## config.mk

```make
export PLATFORM = sky130hd
export DESIGN_NAME = hello_scroll_writer
export DESIGN_NICKNAME = d
export VERILOG_FILES = /design/src/rtl/hello_scroll_writer.sv
export SDC_FILE = /design/constraint.sdc
export NUM_CORES = 1
export LEC_CHECK = 0
export CAP_MARGIN = 30
export CORE_ASPECT_RATIO = 0.7
export CORE_MARGIN = 1.5
export CORE_UTILIZATION = 53
export CTS_BUF_LIST = sky130_fd_sc_hd__clkbuf_16
export DETAILED_ROUTE_END_ITERATION = 10
export PLACE_DENSITY = 0.76
export SYNTH_ARGS = -nofsm -noshare
export SYNTH_HDL_FRONTEND = slang
export SYNTH_SLANG_ARGS = --single-unit
```

## constraint.sdc

```tcl
create_clock -name CLOCK_50 -period 7.9 [get_ports CLOCK_50]
set_input_delay 1.58 -clock CLOCK_50 [delete_from_list [all_inputs] [get_ports CLOCK_50]]
set_output_delay 1.58 -clock CLOCK_50 [all_outputs]
set_load 0.02 [all_outputs]
```

## src/rtl/hello_scroll_writer.sv

```systemverilog
// Message buffer with a valid/ready write port that scrolls its contents
// right-to-left across the DE2 HEX4..HEX0 digits, one position per timer tick.
module hello_scroll_writer #(
    parameter int TICK_DIV = 50_000_000
) (
    input  logic       CLOCK_50,
    input  logic       Reset,
    input  logic       wr_valid,
    input  logic [2:0] wr_char,
    input  logic       wr_last,
    output logic       wr_ready,
    input  logic       clear,
    input  logic       run,
    output logic       busy,
    output logic [2:0] pos,
    output logic [0:6] HEX4,
    output logic [0:6] HEX3,
    output logic [0:6] HEX2,
    output logic [0:6] HEX1,
    output logic [0:6] HEX0
);
    localparam int CW = (TICK_DIV > 2) ? $clog2(TICK_DIV) : 1;
    localparam logic [6:0] BLANK = 7'b1111111;

    typedef enum logic [1:0] {EMPTY, LOAD, SCROLL} state_t;

    state_t        state;
    logic [2:0]    char_buf [8];
    logic [3:0]    len;
    logic [CW-1:0] cnt;
    logic [6:0]    hex_q [5];
    logic [6:0]    disp [5];
    logic [3:0]    idx;
    logic          accept;

    // Segment literals are written g..a, so bit 0 is segment a.
    function automatic logic [6:0] seg_of(input logic [2:0] code);
        case (code)
            3'b000:  seg_of = 7'b0001001;
            3'b001:  seg_of = 7'b0000110;
            3'b010:  seg_of = 7'b1000111;
            3'b011:  seg_of = 7'b1000000;
            default: seg_of = BLANK;
        endcase
    endfunction

    function automatic logic [0:6] to_port(input logic [6:0] s);
        logic [0:6] r;
        for (int i = 0; i < 7; i++) r[i] = s[i];
        return r;
    endfunction

    assign wr_ready = (state != SCROLL) && !clear;
    assign accept   = wr_valid && wr_ready;
    assign busy     = (state == SCROLL);

    // Digit k is HEX(4-k); pos+k never exceeds 11, so four conditional
    // subtractions cover the modulo even for len=1.
    always_comb begin
        idx = '0;
        for (int k = 0; k < 5; k++) begin
            disp[k] = BLANK;
            case (state)
                LOAD: begin
                    if (4'(k) < len) disp[k] = seg_of(char_buf[k]);
                end
                SCROLL: begin
                    idx = {1'b0, pos} + 4'(k);
                    for (int s = 0; s < 4; s++) begin
                        if (idx >= len) idx = idx - len;
                    end
                    disp[k] = seg_of(char_buf[idx[2:0]]);
                end
                default: disp[k] = BLANK;
            endcase
        end
    end

    always_ff @(posedge CLOCK_50) begin
        if (Reset) begin
            state <= EMPTY;
            len   <= '0;
            pos   <= '0;
            cnt   <= '0;
            for (int k = 0; k < 5; k++) hex_q[k] <= BLANK;
        end else if (clear) begin
            // Blank immediately so the display agrees with the EMPTY state.
            state <= EMPTY;
            len   <= '0;
            pos   <= '0;
            cnt   <= '0;
            for (int k = 0; k < 5; k++) hex_q[k] <= BLANK;
        end else begin
            for (int k = 0; k < 5; k++) hex_q[k] <= disp[k];
            case (state)
                EMPTY: begin
                    cnt <= '0;
                    if (accept) begin
                        char_buf[0] <= wr_char;
                        len         <= 4'd1;
                        pos         <= '0;
                        state       <= wr_last ? SCROLL : LOAD;
                    end
                end
                LOAD: begin
                    cnt <= '0;
                    if (accept) begin
                        char_buf[len[2:0]] <= wr_char;
                        len                <= len + 4'd1;
                        pos                <= '0;
                        if (wr_last || len == 4'd7) state <= SCROLL;
                    end
                end
                SCROLL: begin
                    if (run) begin
                        if (cnt == CW'(TICK_DIV - 1)) begin
                            cnt <= '0;
                            pos <= ({1'b0, pos} + 4'd1 == len) ? 3'd0 : pos + 3'd1;
                        end else begin
                            cnt <= cnt + 1'b1;
                        end
                    end
                end
                default: state <= EMPTY;
            endcase
        end
    end

    assign HEX4 = to_port(hex_q[0]);
    assign HEX3 = to_port(hex_q[1]);
    assign HEX2 = to_port(hex_q[2]);
    assign HEX1 = to_port(hex_q[3]);
    assign HEX0 = to_port(hex_q[4]);

endmodule

```

==> impl_metrics.json, run 1 <==
{
  "setup_viol": 0,
  "dp_hpwl_um": 17140,
  "syn_area_um2": 8981,
  "die_w_um": 158.6,
  "ctsHoldBuffers": 0,
  "power.leakage_nw": 4.037,
  "synth-edff-count": 49,
  "synth_adder_area_share_pct": 16.08,
  "setup_tns_ps": 0,
  "final_nets": 1210,
  "critical_path_class": "reg -> reg",
  "crit_path_start_kind": "register",
  "required_ps": 7960,
  "run_status": "finished clean",
  "powerDensity_nw_per_um2": 139.9,
  "fin_crit_sh_pct": 95.13,
  "synth_simple_gate_area_share_pct": 16.37,
  "hold_violations": 0,
  "routed.top_layer": "met4",
  "synth_compound_area_share_pct": 21.06,
  "yosys_warnings": 0,
  "htree_levels": 3,
  "holdCritPathClass": "reg -> reg",
  "grt_max_degree": 27,
  "synth_mux_area_share_pct": 11.62,
  "ys_top_cells_by_area": "edfxtp_1, ha_1, mux2i_1, dfxtp_1, fa_1",
  "antenna_cells": 0,
  "die_h_um": 111.9,
  "crit_buf_inv": 3,
  "setup_ws_ps": 385.0,
  "vias": 7942,
  "crit_fanout": 9,
  "synthXorXnorAreaFrac_pct": 5.656,
  "drt-met1-wl_um": 11040,
  "relSlewSlack_pct": 40.92,
  "worstPathArrival_ps": 7570,
  "fin_util_pct": 62.30,
  "synthCells": 1022,
  "synth_area_leader_cell": "edfxtp_1",
  "vias_per_cell": 5.985,
  "overflow": 0,
  "worstSetupEndpointType": "register",
  "ys_async_sr_fraction_pct": 0,
  "post_dp_cell_area_um2": 9773,
  "ctsLongestPathBuffers": 2,
  "drv_cap": 0,
  "dr_wl_met3_um": 1571,
  "ir_worst_vdd_mv": 0.1151,
  "mostFrequentLayoutCells": "nand2_1, ha_1, nor2_1, mux2i_1, inv_1",
  "clkTransAtPathRegs_ps": 70,
  "ys_seq_elements": 84,
  "pre_cts_ws_ps": 11.88,
  "wire_per_inst_um": 17.14,
  "final-seq-area_um2": 2180,
  "fillers": 1405,
  "routed_wl_um": 22750,
  "dieArea_um2": 17750,
  "yosysTopAreaCellShare_pct": 16.38,
  "numCtsBuffers": 9,
  "period_minus_slack_ps": 7515,
  "synth-main-ff-cell": "edfxtp_1",
  "place_congestion": 0.8909,
  "area_delta_synth_final_pct": 14.07,
  "cts_tree": "built",
  "drc": 0,
  "layout_commonest_cell": "nand2_1",
  "insertion_delay_ps": 340,
  "synth_top_family_by_area": "compound AO/OA/AOI/OAI gates",
  "grt_usage_pct": 26.09,
  "dr_wl_met2_um": 9911,
  "antenna_found_initial": 0,
  "drive_gt1_share_pct": 10.53,
  "port_buffers": 48,
  "synth.avg_cell_area_um2": 8.788,
  "critical-path-top-delay-family": "compound AO/OA/AOI/OAI gates",
  "ant_nets": 0,
  "maxSlewViolCount": 0,
  "synth_cell_types": 87,
  "grt_pass1_vias": 7280,
  "multi_input_area_um2": 6549,
  "design_area_um2": 10240,
  "worst_path_max_delay_cell": "fa_1",
  "fmax_ghz": 0.1331,
  "placementRows": 39,
  "drt_iter0_markers": 663,
  "core_area_um2": 16440,
  "critical-path-max-stage-delay_ps": 440,
  "clock_sinks": 84,
  "finClkSkew_ps": 8.663,
  "io_pins": 49,
  "start_util_pct": 54.61,
  "grt_pass1_wl_um": 36950,
  "worstMarginPinSlew_ps": 886.3,
  "whs_ps": 502.2,
  "dr.pass1.iters": 5,
  "yosysSeqAreaShare_pct": 24.19,
  "worst_path_most_repeated_cell": "ha_1",
  "cts_root_buffer": "clkbuf_16"
}
[what timing repair did]
item / 4_1_cts / 5_1_grt
endpoints found under the setup margin: 1 / 25
pin swaps: 0 / 1
resized for setup: 3 / 25
buffers inserted: 0 / 12
[sequential cells by signal (all words and copies together) (netlist names)]
| register | flops |
|---|---|
| hex_q | 25 |
| cnt | 26 |
| pos | 3 |
| state | 2 |
| len | 4 |
| char_buf | 24 |
[worst register-to-register path, delay by kind of cell (launching register included)]
family / cells / cell delay, ps
and+or+nand+nor: 6 / 960
buffers and inverters: 3 / 410
DFF: 1 / 410
AOI/OAI and AO/OA: 13 / 3040
muxes: 1 / 350
adders and majority gates: 6 / 2040
[cell families (layout without fill, tap and decap cells)]
family	count (synthesis)	in the layout
compound gates	268	268
buf+inv	102	158
simple gates	307	307
other cells	1	25
flops	84	84
xor+xnor	58	58
mux	98	98
fa+ha+maj	104	104
[per-layer routing]
metal | up-vias | GRT usage [%]
li1 | 3881 | -
met1 | 3755 | 39.20
met2 | 282 | 39.51
met3 | 24 | 4.905
met4 | 0 | 3.738
met5 | - | 0
[final timing paths]
check,from,cells past startpoint,slack [ps],end
setup / recovery,pos[0],29,390,hex_q[0][14]
hold reg to reg,cnt[20],1,500,cnt[20]
setup reg to reg,pos[0],29,390,hex_q[0][14]
hold / removal,cnt[20],1,500,cnt[20]
[cell type report]
type / instances / share of cell area (%)
Multi-Input combinational cell: 860 / 63.92
Sequential cell: 84 / 21.28
Timing Repair Buffer: 81 / 7.108
Tap cell: 225 / 2.748
Inverter: 61 / 2.345
Clock buffer: 9 / 2.198
Clock inverter: 7 / 0.4030
[through the flow]
stage,power [W],instances
finish,0.001433,1327
global route,0.001509,1327
floorplan,0.0009122,1046
detailed placement,0.001021,1299
CTS,0.001408,1315
global placement,0.001009,1298
[cells in the mapped netlist, types with 9 or more instances]
| cell type | count |
|---|---|
| a21boi_0 | 15 |
| nand2_1 | 93 |
| a22oi_1 | 10 |
| o21ai_0 | 47 |
| xnor2_1 | 26 |
| mux2i_1 | 75 |
| fa_1 | 19 |
| o21ai_1 | 14 |
| clkbuf_1 | 19 |
| o211ai_1 | 12 |
| a21o_1 | 20 |
| nor2_1 | 82 |
| nand4_1 | 9 |
| inv_1 | 58 |
| dfxtp_1 | 35 |
| nor3_1 | 12 |
| and3_1 | 9 |
| xor2_1 | 32 |
| edfxtp_1 | 49 |
| nand2b_1 | 13 |
| buf_4 | 13 |
| o221ai_1 | 9 |
| a21oi_1 | 54 |
| mux2_2 | 17 |
| and2_1 | 14 |
| ha_1 | 85 |
| nand3_1 | 32 |
| nor2b_1 | 11 |
[report_power, final]
part           switching, W  internal [W]  total [W]  leakage [nW]
registers        0.00000324      0.000467   0.000471         0.679
clock network      0.000178      0.000212   0.000391         0.139
logic              0.000322      0.000249   0.000572          3.22
total              0.000504      0.000929    0.00143          4.04
Note: power is estimated with default switching activity, not from simulation.
==> run 2: changes to the inputs <==
==> constraint.sdc (replaced) <==
create_clock -name CLOCK_50 -period 7.9 [get_ports CLOCK_50]
set_input_delay 1.975 -clock CLOCK_50 [delete_from_list [all_inputs] [get_ports CLOCK_50]]
set_output_delay 1.975 -clock CLOCK_50 [all_outputs]
set_load 0.02 [all_outputs]
==> results of run 2 <==
The final DEF is identical to that of run 1; final timing and power are the same.
==> run 3: changes to the inputs <==
SKIP_LAST_GASP = 1   (was default)
==> run 3 against run 2 <==
Combinational power hardly changed. Die area stayed put. Clock skew is 0.64 ps lower. Via count hardly changed. Maximum frequency is 0.20% higher. Setup slack better by 15 ps. Hold slack better by 0.77 ps. Critical path depth stayed put. Flip-flop and latch count stayed put. Sequential share of layout area stayed put. Register-to-register slack hardly changed. Utilization stayed put.
==> impl_metrics.json, run 3 (synthesized netlist as in run 1, its figures left out) <==
{
  "reg.largest.list": "cnt: 26 flops, hex_q: 25 flops, char_buf: 24 flops",
  "pre_cts_ws_ps": 11.88,
  "overflow": 0,
  "ctsHoldBuffers": 0,
  "final-seq-area_um2": 2180,
  "power_w": 0.001433,
  "largest_reg_flops": 26,
  "htree_levels": 3,
  "grt_pass1_vias": 7282,
  "period_minus_slack_ps": 7500,
  "top_register": "cnt",
  "drv_cap": 0,
  "fmax_ghz": 0.1333,
  "hold_violations": 0,
  "finClkSkew_ps": 8.021,
  "maxSlewViolCount": 0,
  "critical-path-max-stage-delay_ps": 440,
  "io_pins": 49,
  "cts_root_buffer": "clkbuf_16",
  "drt_iter0_markers": 689,
  "mostFrequentLayoutCells": "nand2_1, ha_1, nor2_1, mux2i_1, inv_1",
  "dr.pass1.iters": 5,
  "cts_tree": "built",
  "run_status": "finished clean",
  "whs_ps": 502.9,
  "antenna_found_initial": 0,
  "ant_nets": 0,
  "powerDensity_nw_per_um2": 139.9,
  "die_w_um": 158.6,
  "clkTransAtPathRegs_ps": 70,
  "critical_path_class": "reg -> reg",
  "worstSetupEndpointType": "register",
  "routed_wl_um": 22790,
  "antenna_cells": 0,
  "fillers": 1407,
  "fin_crit_sh_pct": 94.94,
  "grt_usage_pct": 26.09,
  "dieArea_um2": 17750,
  "worst_path_most_repeated_cell": "ha_1",
  "worst_path_max_delay_cell": "fa_1",
  "placementRows": 39,
  "holdCritPathClass": "reg -> reg",
  "setup_tns_ps": 0,
  "wire_per_inst_um": 17.17,
  "setup_ws_ps": 400.0,
  "layout_commonest_cell": "nand2_1",
  "numCtsBuffers": 9,
  "crit_fanout": 9,
  "multi_input_area_um2": 6549,
  "port_buffers": 48,
  "die_h_um": 111.9,
  "worstMarginPinSlew_ps": 901.2,
  "crit_path_start_kind": "register",
  "ctsLongestPathBuffers": 2,
  "insertion_delay_ps": 340,
  "relSlewSlack_pct": 39.92,
  "power.leakage_nw": 4.037,
  "dp_cells": 1299,
  "final_nets": 1210,
  "worstPathArrival_ps": 7560,
  "ir_worst_vdd_mv": 0.1150,
  "setup_viol": 0,
  "grt_max_degree": 27,
  "clock_sinks": 84,
  "start_util_pct": 54.61,
  "final_cells": 1327,
  "area_delta_synth_final_pct": 14.07,
  "drive_gt1_share_pct": 10.53,
  "required_ps": 7960,
  "vias_per_cell": 5.980,
  "core_area_um2": 16440,
  "dp_hpwl_um": 17140,
  "drc": 0,
  "place_congestion": 0.8909,
  "vias": 7936,
  "grt_pass1_wl_um": 36960
}
-- run 3: cell counts in the layout (fill, tap and decap cells not counted) --
No cell type changed its count.
-- run 3: metrics by stage --
stage | util, % | area, µm²
finish | 62.30 | 10240
global placement | 59.39 | 9766
floorplan | - | 9072
global route | 62.30 | 10240
CTS | 61.16 | 10060
detailed placement | 59.43 | 9773
-- run 3: final cells by class --
| cell class | count | share of cell area (%) |
|---|---|---|
| clock buffers | 9 | 2.198 |
| clock inverters | 7 | 0.4030 |
| inverters | 61 | 2.345 |
| multi-input cells | 860 | 63.92 |
| flip-flops and latches | 84 | 21.28 |
| well taps | 225 | 2.748 |
| repair buffers | 81 | 7.108 |
-- run 3: worst max-delay path, delay by kind of cell, from the launching register on --
kind                       cells  cell delay [ps]
muxes                          1              350
buffers and inverters          3              410
adders and majority gates      6             2040
and+or+nand+nor                6              960
DFF                            1              410
AOI/OAI and AO/OA             13             3040
-- run 3: power breakdown --
group	leakage (nW)	internal [W]	switching, W
sequential	0.679	0.000467	0.00000320
combinational	3.22	0.000249	0.000323
clock	0.139	0.000212	0.000178
total	4.04	0.000929	0.000504
-- run 3: path summary, 6_finish.rpt --
check                              from           end  slack [ps]  depth (start not counted)
worst min register to register  cnt[20]       cnt[20]         500                          1
worst min-delay path            cnt[20]       cnt[20]         500                          1
worst max register to register   pos[0]  hex_q[0][14]         400                         29
worst max-delay path             pos[0]  hex_q[0][14]         400                         29
-- run 3: metal layers --
metal / wire length [µm] / vias to the layer above / global-route usage [%] / part of all wire [%]
met5: 0 / - / 0 / 0
li1: - / 3880 / - / -
met4: 262 / 0 / 3.738 / 1.1
met1: 11230 / 3773 / 39.20 / 49
met2: 9908 / 257 / 39.53 / 43
met3: 1390 / 26 / 4.905 / 6.1
-- run 3: timing repair --
action                                 in CTS  in global routing
setup endpoints to repair                   1                 25
pin swaps                                   0                  1
endpoints found under the hold margin       0                  0
cloned                                      0                  0
resized for setup                           2                 26
setup buffers                               0                 12
